<file path="src/rtl/cursor_overlay_ctrl.sv">
// Cursor overlay sequencer: fetches the next line's 16-pixel cursor row from the bitmap ROM
// during horizontal blanking, then shifts it out as a per-pixel overlay flag during active video.
module cursor_overlay_ctrl #(
    parameter int H_ACTIVE = 640,
    parameter int V_ACTIVE = 480,
    parameter int V_TOTAL  = 525
) (
    input  logic       i_clk,
    input  logic       i_rst,
    input  logic       i_pix_valid,
    input  logic [9:0] i_hcnt,
    input  logic [9:0] i_vcnt,
    input  logic [9:0] i_mouse_x,
    input  logic [9:0] i_mouse_y,
    input  logic       i_cursor_en,
    output logic [4:0] o_rom_addr,
    input  logic [7:0] i_rom_data,
    output logic       o_out_valid,
    output logic       o_cursor_px,
    output logic       o_cursor_box
);

    localparam logic [9:0] L_H_ACTIVE   = 10'(H_ACTIVE);
    localparam logic [9:0] L_V_ACTIVE   = 10'(V_ACTIVE);
    localparam logic [9:0] L_V_LAST     = 10'(V_TOTAL - 1);

    typedef enum logic [1:0] {
        IDLE,
        CHECK,
        FETCH_L,
        FETCH_R
    } state_t;

    state_t      r_state;
    state_t      w_nextState;

    logic [9:0]  r_tline;
    logic [3:0]  r_row;
    logic [15:0] r_lineBuf;
    logic [9:0]  r_cx;
    logic [9:0]  r_cy;
    logic        r_enQ;
    logic        r_outValid;
    logic        r_cursorPx;
    logic        r_cursorBox;

    logic        w_trigger;
    logic        w_frameStart;
    logic [9:0]  w_tlineNext;
    logic [10:0] w_dy;
    logic        w_hit;
    logic        w_active;
    logic [10:0] w_dx;
    logic        w_box;
    logic [3:0]  w_col;
    logic        w_bufBit;

    assign w_trigger    = i_pix_valid && (i_hcnt == L_H_ACTIVE);
    assign w_frameStart = w_trigger && (i_vcnt == L_V_LAST);
    assign w_tlineNext  = (i_vcnt == L_V_LAST) ? 10'd0 : i_vcnt + 10'd1;

    // Widened to 11 bits so a cursor near the bottom/right edge clips instead of wrapping.
    assign w_dy  = {1'b0, r_tline} - {1'b0, r_cy};
    assign w_hit = r_enQ && (r_tline < L_V_ACTIVE) && (r_tline >= r_cy) && (w_dy < 11'd16);

    assign w_active = i_pix_valid && (i_hcnt < L_H_ACTIVE) && (i_vcnt < L_V_ACTIVE);
    assign w_dx     = {1'b0, i_hcnt} - {1'b0, r_cx};
    assign w_box    = (i_hcnt >= r_cx) && (w_dx < 11'd16);
    assign w_col    = w_dx[3:0];
    assign w_bufBit = r_lineBuf[4'd15 - w_col];

    always_ff @(posedge i_clk) begin
        if (i_rst) begin
            r_state <= IDLE;
        end else begin
            r_state <= w_nextState;
        end
    end

    always_comb begin
        w_nextState = r_state;
        o_rom_addr  = 5'd0;
        case (r_state)
            IDLE: begin
                if (w_trigger) begin
                    w_nextState = CHECK;
                end
            end
            CHECK: begin
                w_nextState = w_hit ? FETCH_L : IDLE;
            end
            FETCH_L: begin
                o_rom_addr  = {r_row, 1'b0};
                w_nextState = FETCH_R;
            end
            FETCH_R: begin
                o_rom_addr  = {r_row, 1'b1};
                w_nextState = IDLE;
            end
            default: begin
                w_nextState = IDLE;
            end
        endcase
    end

    // Bitmap 0 bits are cursor pixels, so an all-ones buffer is fully transparent.
    always_ff @(posedge i_clk) begin
        if (i_rst) begin
            r_tline     <= 10'd0;
            r_row       <= 4'd0;
            r_lineBuf   <= 16'hFFFF;
            r_cx        <= 10'd0;
            r_cy        <= 10'd0;
            r_enQ       <= 1'b0;
            r_outValid  <= 1'b0;
            r_cursorPx  <= 1'b0;
            r_cursorBox <= 1'b0;
        end else begin
            if (w_frameStart) begin
                r_cx  <= i_mouse_x;
                r_cy  <= i_mouse_y;
                r_enQ <= i_cursor_en;
            end
            case (r_state)
                IDLE: begin
                    if (w_trigger) begin
                        r_tline <= w_tlineNext;
                    end
                end
                CHECK: begin
                    if (w_hit) begin
                        r_row <= w_dy[3:0];
                    end else begin
                        r_lineBuf <= 16'hFFFF;
                    end
                end
                FETCH_L: r_lineBuf[15:8] <= i_rom_data;
                FETCH_R: r_lineBuf[7:0]  <= i_rom_data;
                default: ;
            endcase
            r_outValid  <= i_pix_valid;
            r_cursorBox <= w_active && w_box;
            r_cursorPx  <= w_active && w_box && !w_bufBit;
        end
    end

    assign o_out_valid  = r_outValid;
    assign o_cursor_px  = r_cursorPx;
    assign o_cursor_box = r_cursorBox;

endmodule

</file>
<file path="config.mk">
export PLATFORM = sky130hd
export DESIGN_NAME = cursor_overlay_ctrl
export DESIGN_NICKNAME = d
export VERILOG_FILES = /design/src/rtl/cursor_overlay_ctrl.sv
export SDC_FILE = /design/constraint.sdc
export NUM_CORES = 1
export LEC_CHECK = 0
export CORE_MARGIN = 2
export CORE_UTILIZATION = 25
export CTS_CLUSTER_SIZE = 14
export DETAILED_ROUTE_END_ITERATION = 8
export PLACE_DENSITY_LB_ADDON = 0.2
export SYNTH_ARGS = -nofsm -noshare
export SYNTH_HDL_FRONTEND = slang
export SYNTH_SLANG_ARGS = --single-unit
</file>
<file path="constraint.sdc">
create_clock -name i_clk -period 2.9 [get_ports i_clk]
set_input_delay 0.29 -clock i_clk [delete_from_list [all_inputs] [get_ports i_clk]]
set_output_delay 0.29 -clock i_clk [all_outputs]
set_load 0.01 [all_outputs]
</file>
# Word-level counts from Yosys, hierarchy flattened
# Index checks and enable logic that the tools add are counted.
# totals
inputBits,52
output_inout_bits,8
regBits,56
wordCells,58
# classes
n_reduce_logical,18
order_cmp,8
add_sub_neg,4
eq_ne,7
muxes,10
# op_table
operator,n
8-bit case mux with 2 select lines,2
"11-bit by 5-bit < comparator with 1-bit output, second input constant",2
10-bit by 10-bit subtractor with 11-bit output,2
"10-bit == test, second input constant",2
10-bit >= comparator,2
"10-bit by 9-bit < comparator with 1-bit output, second input constant",2
16-bit 2-to-1 mux,1
"10-bit by 1-bit adder with 10-bit output, second input constant",1
1-bit logical AND,10
"10-bit < comparator, second input constant",1
10-bit 2-to-1 mux,1
5-bit case mux with 2 select lines,1
2-bit case mux with 4 select lines,1
2-bit AND reduction,4
"4-bit by 5-bit < comparator with 1-bit output, second input constant",1
1-bit binary-select mux with 4-bit select,1
"2-bit == test, second input constant",2
2-bit 2-to-1 mux,2
"2-bit != test, second input constant",2
2-bit nonzero test,2
"4-bit subtractor, first input constant",1
"2-bit by 1-bit == test with 1-bit output, second input constant",1
2-bit zero test,1
1-bit zero test,1
1-bit 2-to-1 mux,1

# Longest topological paths before layout
# Gate-level depths: netlist of the first run.
# depth
ltp_word,6
ltp_mapped,10
depth_no_buf,10

# Least setup slack after synthesis of the first run
# Ideal clock, no wire load.
# synth_path
kind,register to register
startpoint,reg r_tline[0]
endpoint,reg r_lineBuf[5]
path_stages_with_launch,11
slack_ns,0.385
path_buffers,1
setup_ns,0.128
arrival_time_ns,2.387
synth_period_minus_slack_ns,2.515
cell_sequence,dfxtp_1 inv_1 ha_1 fa_1 nor2b_4 o31ai_1 a2bb2oi_1 or4_4 o41ai_4 buf_6 nand4b_1
# synth_between
elab_chain_len,6
word_cells_on_any_way,9
# synth_lines
item,line,source
"start, declared",37,logic [9:0] r_tline;
"start signal, assigned",127,r_tline <= w_tlineNext;
branches (longest 3 deep; another with 10-bit by 10-bit subtractor with 11-bit output),-,
1-bit logical AND (*),64,assign w_hit = r_enQ && (r_tline < L_V_ACTIVE) && (r_tline >= r_cy) && (w_dy < 11'd16);
2-bit != test (no line) (*),-,
2-bit AND reduction (no line) (*),-,
"end signal, assigned",138,FETCH_R: r_lineBuf[7:0] <= i_rom_data;
"end, declared",39,logic [15:0] r_lineBuf;
# Mark *: on every way between the ends.
# A chain may end at the register's enable or synchronous reset.

# Final worst setup path of the first run
# layout_path
startpoint,reg r_tline[0]
endpoint,reg r_lineBuf[2]
# Same word-level chain as after synthesis.

==> impl_metrics.toml, run 1 <==
[layout]
layout-drive-gt1-share = 0.0882
final_area_mm2 = 0.00449
layout_common_cells = "clkdlybuf4s50_1, dfxtp_1, nor2_1"
area_growth_pct = 26.3
final_common_cell = "clkdlybuf4s50_1"
n_antenna_cell = 0
layout.nets = 540

[logic_synthesis]
yosysTopAreaCell = "dfxtp_1"
synth_warnings = 0
yosysSeqAreaShare = 0.315
async_reset_ff_frac = 0
syn_nets = 484
synth.distinct_cells = 66
netlist.area_leader.share = 0.315
ys_ff_latch = 56
synth-edff-count = 0
synth_area_per_cell_um2 = 8.71
yosys-top-cells-area = "dfxtp_1, ha_1, mux2i_1"
syn_area_mm2 = 0.00355
synth_cells = 408
ys.flop_type = "dfxtp_1"

[critical_path]
cp-start-kind = "flip-flop"
cp-end-kind = "flip-flop"
cp.arrival_ns = 2.87
worstSetupPathType = "flip-flop to flip-flop"
crit_required_ns = 3.08
critical-path-max-stage-delay_ns = 0.44
crit_buf_inv = 2
cp_slowest_cell = "or4_4"
worstPathCellList = "inv_1 -> ha_1 -> fa_1 -> nor2b_4 -> o31ai_1 -> a2bb2oi_1 -> or4_4 -> o41ai_4 -> buf_4 -> nand4b_1"
critPathTopFamily = "simple AND/OR/NAND/NOR gates"
cp_max_fo = 16

[timing]
hold_violations = 0
fin_crit_ns = 2.69
finalSetupViolCount = 0
fmax_mhz = 372
timing.hold.ws_ns = 0.487
min_period_over_period = 0.926
grt_setup_unrepaired = "no"
setup_ws_ns = 0.213
slew_headroom = 0.541
fin_worst_skew_ns = 0.00809
worstMarginPinSlew_ns = 0.688
setup_tns_ns = 0
report.final.slew_viol_count = 0

[clock_network]
cts_max_level = 2
cts_buffer_depth = 2
numCtsBuffers = 5
clk_pin_slew_worst_paths_ns = 0.08
cts.sinks = 56
root_buffer = "clkbuf_16"
cts_tree = "yes"
clkLatencyLatePin_ns = 0.30

[grt]
use_met1 = 0.160
grt_pass1_wl_um = 15000
grtUsageMet2 = 0.211
track_usage = 0.125
grt-ovfl-total = 0
grt_use_met3 = 0.0249
antenna_found_initial = 0
grt_pass1_vias = 3109
busiest_layer = "met2"
grt_start_max_net_pins = 38

[route]
drt_iter0_drc = 115
drc = 0
dr_total_vias = 3116
viasPerCell = 4.83
routedWlPerCell_um = 14.1
first_pass_iters = 4
wl_um = 9120
ant_nets = 0

[die]
initial_utilization = 0.256
core-area_mm2 = 0.0139
fp.dieW_um = 123
num_rows = 43
die_area_mm2 = 0.0152
die_y_um = 123
ios = 60

[placed_design]
place_ws_ns = 0.158
gp_congestion = 0.835
place_area_mm2 = 0.00433
port_buffers = 59
dp_hpwl_um = 7090

[run]
cap_violations = 0

[power]
powerDensity_mw_per_mm2 = 359
leakage_nw = 1.54
ir_worst_vdd_mv = 0.249

[outcome]
status = "complete, no violations"

[hold_path]
worst_hold_path_type = "flip-flop to flip-flop"
area by class of cell:
cell class                 instances  area, um^2
fill                            1488        9390
multi-input combinational        307        2240
sequential                        56        1120
timing repair buffer              67         646
tap                              180         225
clock buffer                       5         125
inverter                          27         101
clock inverter                     3        28.8
timing repair:
item	CTS	global route
hold buffers	0	0
buffers inserted	0	0
gates resized for setup	0	1
endpoints found under the setup margin	0	3
worst paths after layout:
path                                   start           end  slack [ns]  cells past startpoint
worst max-delay path              r_tline[0]  r_lineBuf[2]        0.21                     10
worst min-delay path            r_lineBuf[1]  r_lineBuf[1]        0.49                      2
worst max register to register    r_tline[0]  r_lineBuf[2]        0.21                     10
worst min register to register  r_lineBuf[1]  r_lineBuf[1]        0.49                      2
state kept, by name, summed over array words and instances (netlist names), named ones only:
signal	count
o_cursor_box	1
o_cursor_px	1
o_out_valid	1
r_cx	10
r_cy	10
r_enQ	1
r_lineBuf	16
r_row	4
r_state	1
r_tline	10
metal layers:
| layer | vias to the layer above | share of wire | wire length (um) |
|---|---|---|---|
| li1 | 1583 | - | - |
| met1 | 1462 | 0.46 | 4180 |
| met2 | 57 | 0.48 | 4390 |
| met3 | 14 | 0.042 | 383 |
| met4 | 0 | 0.019 | 173 |
| met5 | - | 0 | 0 |
synth_stat cells (5+ instances only):
cell type / n
mux2i_1: 25
o21ai_0: 10
nand3_1: 10
inv_1: 26
xnor2_1: 7
nor4_1: 6
a211oi_1: 17
nand4b_1: 8
buf_4: 5
nand2_1: 31
nor3_1: 13
o21a_1: 8
xor2_1: 6
clkbuf_1: 8
dfxtp_1: 56
ha_1: 22
nor2b_1: 16
a21oi_1: 15
nor2_1: 46
nand4_1: 5
metrics by stage:
stage          power (mW)   util  cells
2_1_floorplan       0.864      -    408
3_3_place_gp        0.967  0.312    637
3_5_place_dp        0.967  0.312    637
4_1_cts              1.64  0.323    645
5_1_grt              1.68  0.323    645
6_report             1.61  0.323    645
cells by family after synthesis:
logic type | share of synthesized area
multiplexers | 0.108
adder cells (fa/ha/maj) | 0.0887
buffers and inverters | 0.0563
XOR/XNOR | 0.0320
AND/OR/NAND/NOR | 0.236
flip-flops | 0.315
AO/OA/AOI/OAI | 0.163
power by group:
part           total, mW  switching (mW)  internal, mW
Clock              0.664           0.329         0.334
Sequential         0.769        0.000223         0.769
Combinational      0.179          0.0784         0.101
tightest hold or removal path: stages, from the launching register on:
cell      delay, ns
dfxtp_1        0.33
nand2_1        0.05
nand4b_1       0.08
Power figures use the tool's default switching activity.
==> run 2, diff against run 1 <==
--- a/config.mk
+++ b/config.mk
@@ -5,11 +5,12 @@
 export SDC_FILE = /design/constraint.sdc
 export NUM_CORES = 1
 export LEC_CHECK = 0
-export CORE_MARGIN = 2
+export CORE_MARGIN = 5
 export CORE_UTILIZATION = 25
 export CTS_CLUSTER_SIZE = 14
 export DETAILED_ROUTE_END_ITERATION = 8
 export PLACE_DENSITY_LB_ADDON = 0.2
+export SLEW_MARGIN = 20
 export SYNTH_ARGS = -nofsm -noshare
 export SYNTH_HDL_FRONTEND = slang
 export SYNTH_SLANG_ARGS = --single-unit
==> impl_metrics.toml, run 2 (synthesis gave the netlist of run 1 again) <==
[layout]
largest_reg_flops = 16
area_growth_pct = 26.1
layout.nets = 540
layout_common_cells = "clkdlybuf4s50_1, dfxtp_1, nor2_1"
n_antenna_cell = 0
n_fill_cell = 1495
final_area_mm2 = 0.00448
final_common_cell = "clkdlybuf4s50_1"
top_register = "r_lineBuf"
layout-drive-gt1-share = 0.0860

[timing]
fmax_mhz = 374
grt_setup_unrepaired = "no"
finalSetupViolCount = 0
fin_crit_ns = 2.67
hold_violations = 0
report.final.slew_viol_count = 0
slew_headroom = 0.611
setup_tns_ns = 0
worstMarginPinSlew_ns = 0.584
fin_worst_skew_ns = 0.00479
min_period_over_period = 0.922

[placed_design]
dp_hpwl_um = 7190
port_buffers = 59
place_area_mm2 = 0.00433
gp_congestion = 0.828

[die]
core-area_mm2 = 0.0139
num_rows = 43
ios = 60
initial_utilization = 0.255
fp.dieW_um = 129
die_area_mm2 = 0.0167
die_y_um = 129

[power]
p_comb_frac = 0.110
fin_total_pwr_mw = 1.60
switching_share = 0.249
leakage_nw = 1.54
clkPwrFrac = 0.410
ir_worst_vdd_mv = 0.209
p_sw_uw = 398
p_int_mw = 1.20
powerDensity_mw_per_mm2 = 357
seqPwrFrac = 0.480

[grt]
grt_start_max_net_pins = 32
grt_pass1_vias = 3113
grt_pass1_wl_um = 14900
antenna_found_initial = 0
track_usage = 0.109
grt-ovfl-total = 0

[clock_network]
ctsHoldBuffers = 0
cts_max_level = 2
postCtsSetupBuffers = 0
clkLatencyLatePin_ns = 0.30
clk_pin_slew_worst_paths_ns = 0.08
cts_tree = "yes"
cts_buffer_depth = 2
numCtsBuffers = 5
root_buffer = "clkbuf_16"
cts.sinks = 56
cts_resized = 0

[critical_path]
cp_slowest_cell = "fa_1"
worstPathCellList = "inv_1 -> ha_1 -> fa_1 -> nor2b_4 -> o31ai_1 -> a2bb2oi_1 -> nor4_1 -> and4_1 -> mux2_2"
critical-path-max-stage-delay_ns = 0.43
critPathTopFamily = "simple AND/OR/NAND/NOR gates"
cp.arrival_ns = 2.87
critPathLaunch = "r_tline[0]"
ff2ff_path_depth = 9
worstSetupPathType = "flip-flop to flip-flop"
r2r-end = "r_row[3]"
r2r_start = "r_tline[0]"
crit_required_ns = 3.09
cp_max_fo = 4
reg2reg_slack_ns = 0.23
cp-end-kind = "flip-flop"
crit_buf_inv = 1
cp-start-kind = "flip-flop"

[run]
cap_violations = 0

[hold_path]
worst_hold_path_type = "input port to flip-flop"
worstHoldStart = "i_rst"
whs_endpoint = "r_tline[4]"
min_delay_path_depth = 2

[route]
first_pass_iters = 4
drt_iter0_drc = 135
dr_total_vias = 3125
routedWlPerCell_um = 13.9
viasPerCell = 4.84
routed-wl-met3_um = 390
met2_length_um = 4420
highest_layer = "met4"
drc = 0
wl_um = 8990
wl_met1_um = 4140
ant_nets = 0

[outcome]
status = "complete, no violations"
-- run 2: cell counts in the layout (fill, tap and decap cells not counted) --
Identical to the previous run, type by type.
-- run 2: area by class of cell --
class | count | area (um^2) | share of cell area
clock inverter | 3 | 28.8 | 0.00642
sequential | 56 | 1120 | 0.250
clock buffer | 5 | 125 | 0.0279
tap | 180 | 225 | 0.0503
multi-input combinational | 307 | 2230 | 0.499
timing repair buffer | 67 | 646 | 0.144
inverter | 27 | 101 | 0.0226
-- run 2: power by group through the flow --
stage / Combinational, mW / Sequential [mW] / Clock (mW)
after floorplan: 0.0765 / 0.788 / 0
after global placement: 0.178 / 0.787 / 0
after detailed placement: 0.178 / 0.787 / 0
after CTS: 0.179 / 0.769 / 0.688
after global routing: 0.193 / 0.769 / 0.722
final: 0.176 / 0.769 / 0.657
-- run 2: worst max-delay path by stage --
| stage | end | slack (ns) | cells past startpoint |
|---|---|---|---|
| CTS | r_lineBuf[0] | 0.23 | 10 |
| finish | r_row[3] | 0.23 | 9 |
| global route | r_row[3] | 0.04 | 9 |
| detailed placement | o_cursor_px | 0.16 | 9 |
| global placement | o_cursor_px | 0.21 | 9 |
| floorplan | r_lineBuf[5] | 0.39 | 10 |
-- run 2: through the flow --
stage	worst slack [ns]	utilization	hold slack, ns	instances
floorplan	0.385	-	0.370	408
global placement	0.213	0.311	0.464	637
detailed placement	0.158	0.311	0.469	637
CTS	0.232	0.322	0.488	645
global route	0.0432	0.322	0.507	645
finish	0.226	0.322	0.478	645
-- run 2: worst reg2reg max path: cells and delay by family (launching register included) --
| kind | cells | cell delay [ns] |
|---|---|---|
| AOI/OAI and AO/OA | 2 | 0.29 |
| buffers and inverters | 1 | 0.05 |
| adders and majority gates | 2 | 0.66 |
| and+or+nand+nor | 3 | 0.91 |
| DFF | 1 | 0.33 |
| muxes | 1 | 0.35 |
-- run 2: metal layers --
metal | up-vias | track usage
li1 | 1590 | -
met1 | 1469 | 0.142
met2 | 60 | 0.187
met3 | 6 | 0.0272
met4 | 0 | 0.0167
met5 | - | 0
==> run 3, diff against run 2 <==
--- a/config.mk
+++ b/config.mk
@@ -10,6 +10,7 @@
 export CTS_CLUSTER_SIZE = 14
 export DETAILED_ROUTE_END_ITERATION = 8
 export PLACE_DENSITY_LB_ADDON = 0.2
+export SETUP_SLACK_MARGIN = 0.15
 export SLEW_MARGIN = 20
 export SYNTH_ARGS = -nofsm -noshare
 export SYNTH_HDL_FRONTEND = slang
==> impl_metrics.toml, run 3 (synthesis gave the netlist of run 1 again) <==
[clock_network]
clkLatencyLatePin_ns = 0.30
root_buffer = "clkbuf_16"
cts_tree = "yes"
numCtsBuffers = 5
ctsHoldBuffers = 0
cts_buffer_depth = 2
clk_pin_slew_worst_paths_ns = 0.08
cts.sinks = 56
cts_max_level = 2

[placed_design]
dp_hpwl_um = 7190
gp_congestion = 0.828
port_buffers = 59
place_ws_ns = 0.158

[power]
p_comb_frac = 0.110
p_int_mw = 1.20
leakage_nw = 1.55
p_sw_uw = 399
switching_share = 0.249
clkPwrFrac = 0.410
seqPwrFrac = 0.480
ir_worst_vdd_mv = 0.209
powerDensity_mw_per_mm2 = 354

[hold_path]
worstHoldStart = "i_rst"
whs_endpoint = "r_cy[9]"
min_delay_path_depth = 2
worst_hold_path_type = "input port to flip-flop"

[layout]
n_antenna_cell = 0
final_common_cell = "clkdlybuf4s50_1"
seq_area_mm2 = 0.00112
area_growth_pct = 27.3
top_register = "r_lineBuf"
multiInputGateArea_mm2 = 0.00226
layout.nets = 542
largest_reg_flops = 16
layout-drive-gt1-share = 0.0985
fin_util = 0.325
layout_common_cells = "clkdlybuf4s50_1, dfxtp_1, nor2_1"
n_fill_cell = 1497

[timing]
setup_tns_ns = 0
timing.hold.ws_ns = 0.477
report.final.slew_viol_count = 0
fin_worst_skew_ns = 0.00523
grt_setup_unrepaired = "no"
fmax_mhz = 388
fin_crit_ns = 2.58
hold_violations = 0
worstMarginPinSlew_ns = 0.582
setup_ws_ns = 0.323
slew_headroom = 0.612
min_period_over_period = 0.888
finalSetupViolCount = 0

[run]
cap_violations = 0

[route]
routedWlPerCell_um = 14.1
ant_nets = 0
drt_iter0_drc = 150
first_pass_iters = 4
dr_total_vias = 3145
wl_um = 9100
drc = 0
viasPerCell = 4.86

[critical_path]
worstSetupPathType = "flip-flop to flip-flop"
crit_required_ns = 3.09
r2r_start = "r_cy[6]"
crit_buf_inv = 2
cp_slowest_cell = "or4_4"
cp-end-kind = "flip-flop"
critPathTopFamily = "simple AND/OR/NAND/NOR gates"
worstPathCellList = "inv_1 -> ha_1 -> a21oi_1 -> a21oi_1 -> nor4_1 -> or4_4 -> o41ai_4 -> buf_4 -> nand2_1"
critical-path-max-stage-delay_ns = 0.58
ff2ff_path_depth = 9
cp.arrival_ns = 2.77
critPathMostFrequentCell = "a21oi_1"
r2r-end = "r_lineBuf[12]"
cp-start-kind = "flip-flop"
cp_max_fo = 8
reg2reg_slack_ns = 0.32

[die]
initial_utilization = 0.255
die_y_um = 129
ios = 60
core-area_mm2 = 0.0139
die_area_mm2 = 0.0167
fp.dieW_um = 129
num_rows = 43

[grt]
track_usage = 0.109
grt-ovfl-total = 0
grt_use_met3 = 0.0272
grtUsageMet2 = 0.187
use_met1 = 0.142
antenna_found_initial = 0
grt_start_max_net_pins = 32
busiest_layer = "met2"
grt_pass1_vias = 3113
grt_pass1_wl_um = 14900

[outcome]
status = "complete, no violations"
## run 3: changes by cell type in the layout (fill, tap and decap cells not counted)
cell,before,now
buf_6,0,1
fa_2,0,1
fa_1,2,1
o41ai_2,0,1
o41ai_1,1,0
nor4_1,6,4
nor4_2,1,3
buf_4,8,9
## run 3: how the worst max path moves through the flow
stage          cells after the start        from  slack, ns             to
6_report                           9     r_cy[6]       0.32  r_lineBuf[12]
4_1_cts                           10  r_tline[0]       0.23   r_lineBuf[0]
3_5_place_dp                       9   i_hcnt[0]       0.16    o_cursor_px
3_3_place_gp                       9   i_hcnt[0]       0.21    o_cursor_px
2_1_floorplan                     10  r_tline[0]       0.39   r_lineBuf[5]
5_1_grt                           11  r_tline[0]       0.15  r_lineBuf[11]
## run 3: area by class of cell
type,count,share of cell area
inverters,27,0.0224
repair buffers,69,0.147
clock buffers,5,0.0277
flip-flops and latches,56,0.248
well taps,180,0.0498
clock inverters,3,0.00636
multi-input cells,307,0.499
## run 3: through the flow
stage	power, mW	area, um^2	std cells
3_5_place_dp	0.965	4330	637
3_3_place_gp	0.966	4330	637
4_1_cts	1.64	4480	645
2_1_floorplan	0.864	3550	408
5_1_grt	1.68	4520	647
6_report	1.60	4520	647
## run 3: layer usage
layer | vias up | routed length (um)
li1 | 1590 | -
met2 | 69 | 4490
met5 | - | 0
met3 | 4 | 431
met4 | 0 | 31
met1 | 1482 | 4150
## run 3: repair_timing
item                       4_1_cts  5_1_grt
buffers inserted                 0        1
resized for setup                0        7
setup endpoints to repair        0       18
## run 3: power groups by stage
stage,Sequential [mW],Clock (mW),Combinational [mW]
6_report,0.769,0.658,0.176
4_1_cts,0.769,0.688,0.179
5_1_grt,0.769,0.722,0.193
3_5_place_dp,0.787,0,0.178
3_3_place_gp,0.787,0,0.178
2_1_floorplan,0.788,0,0.0765
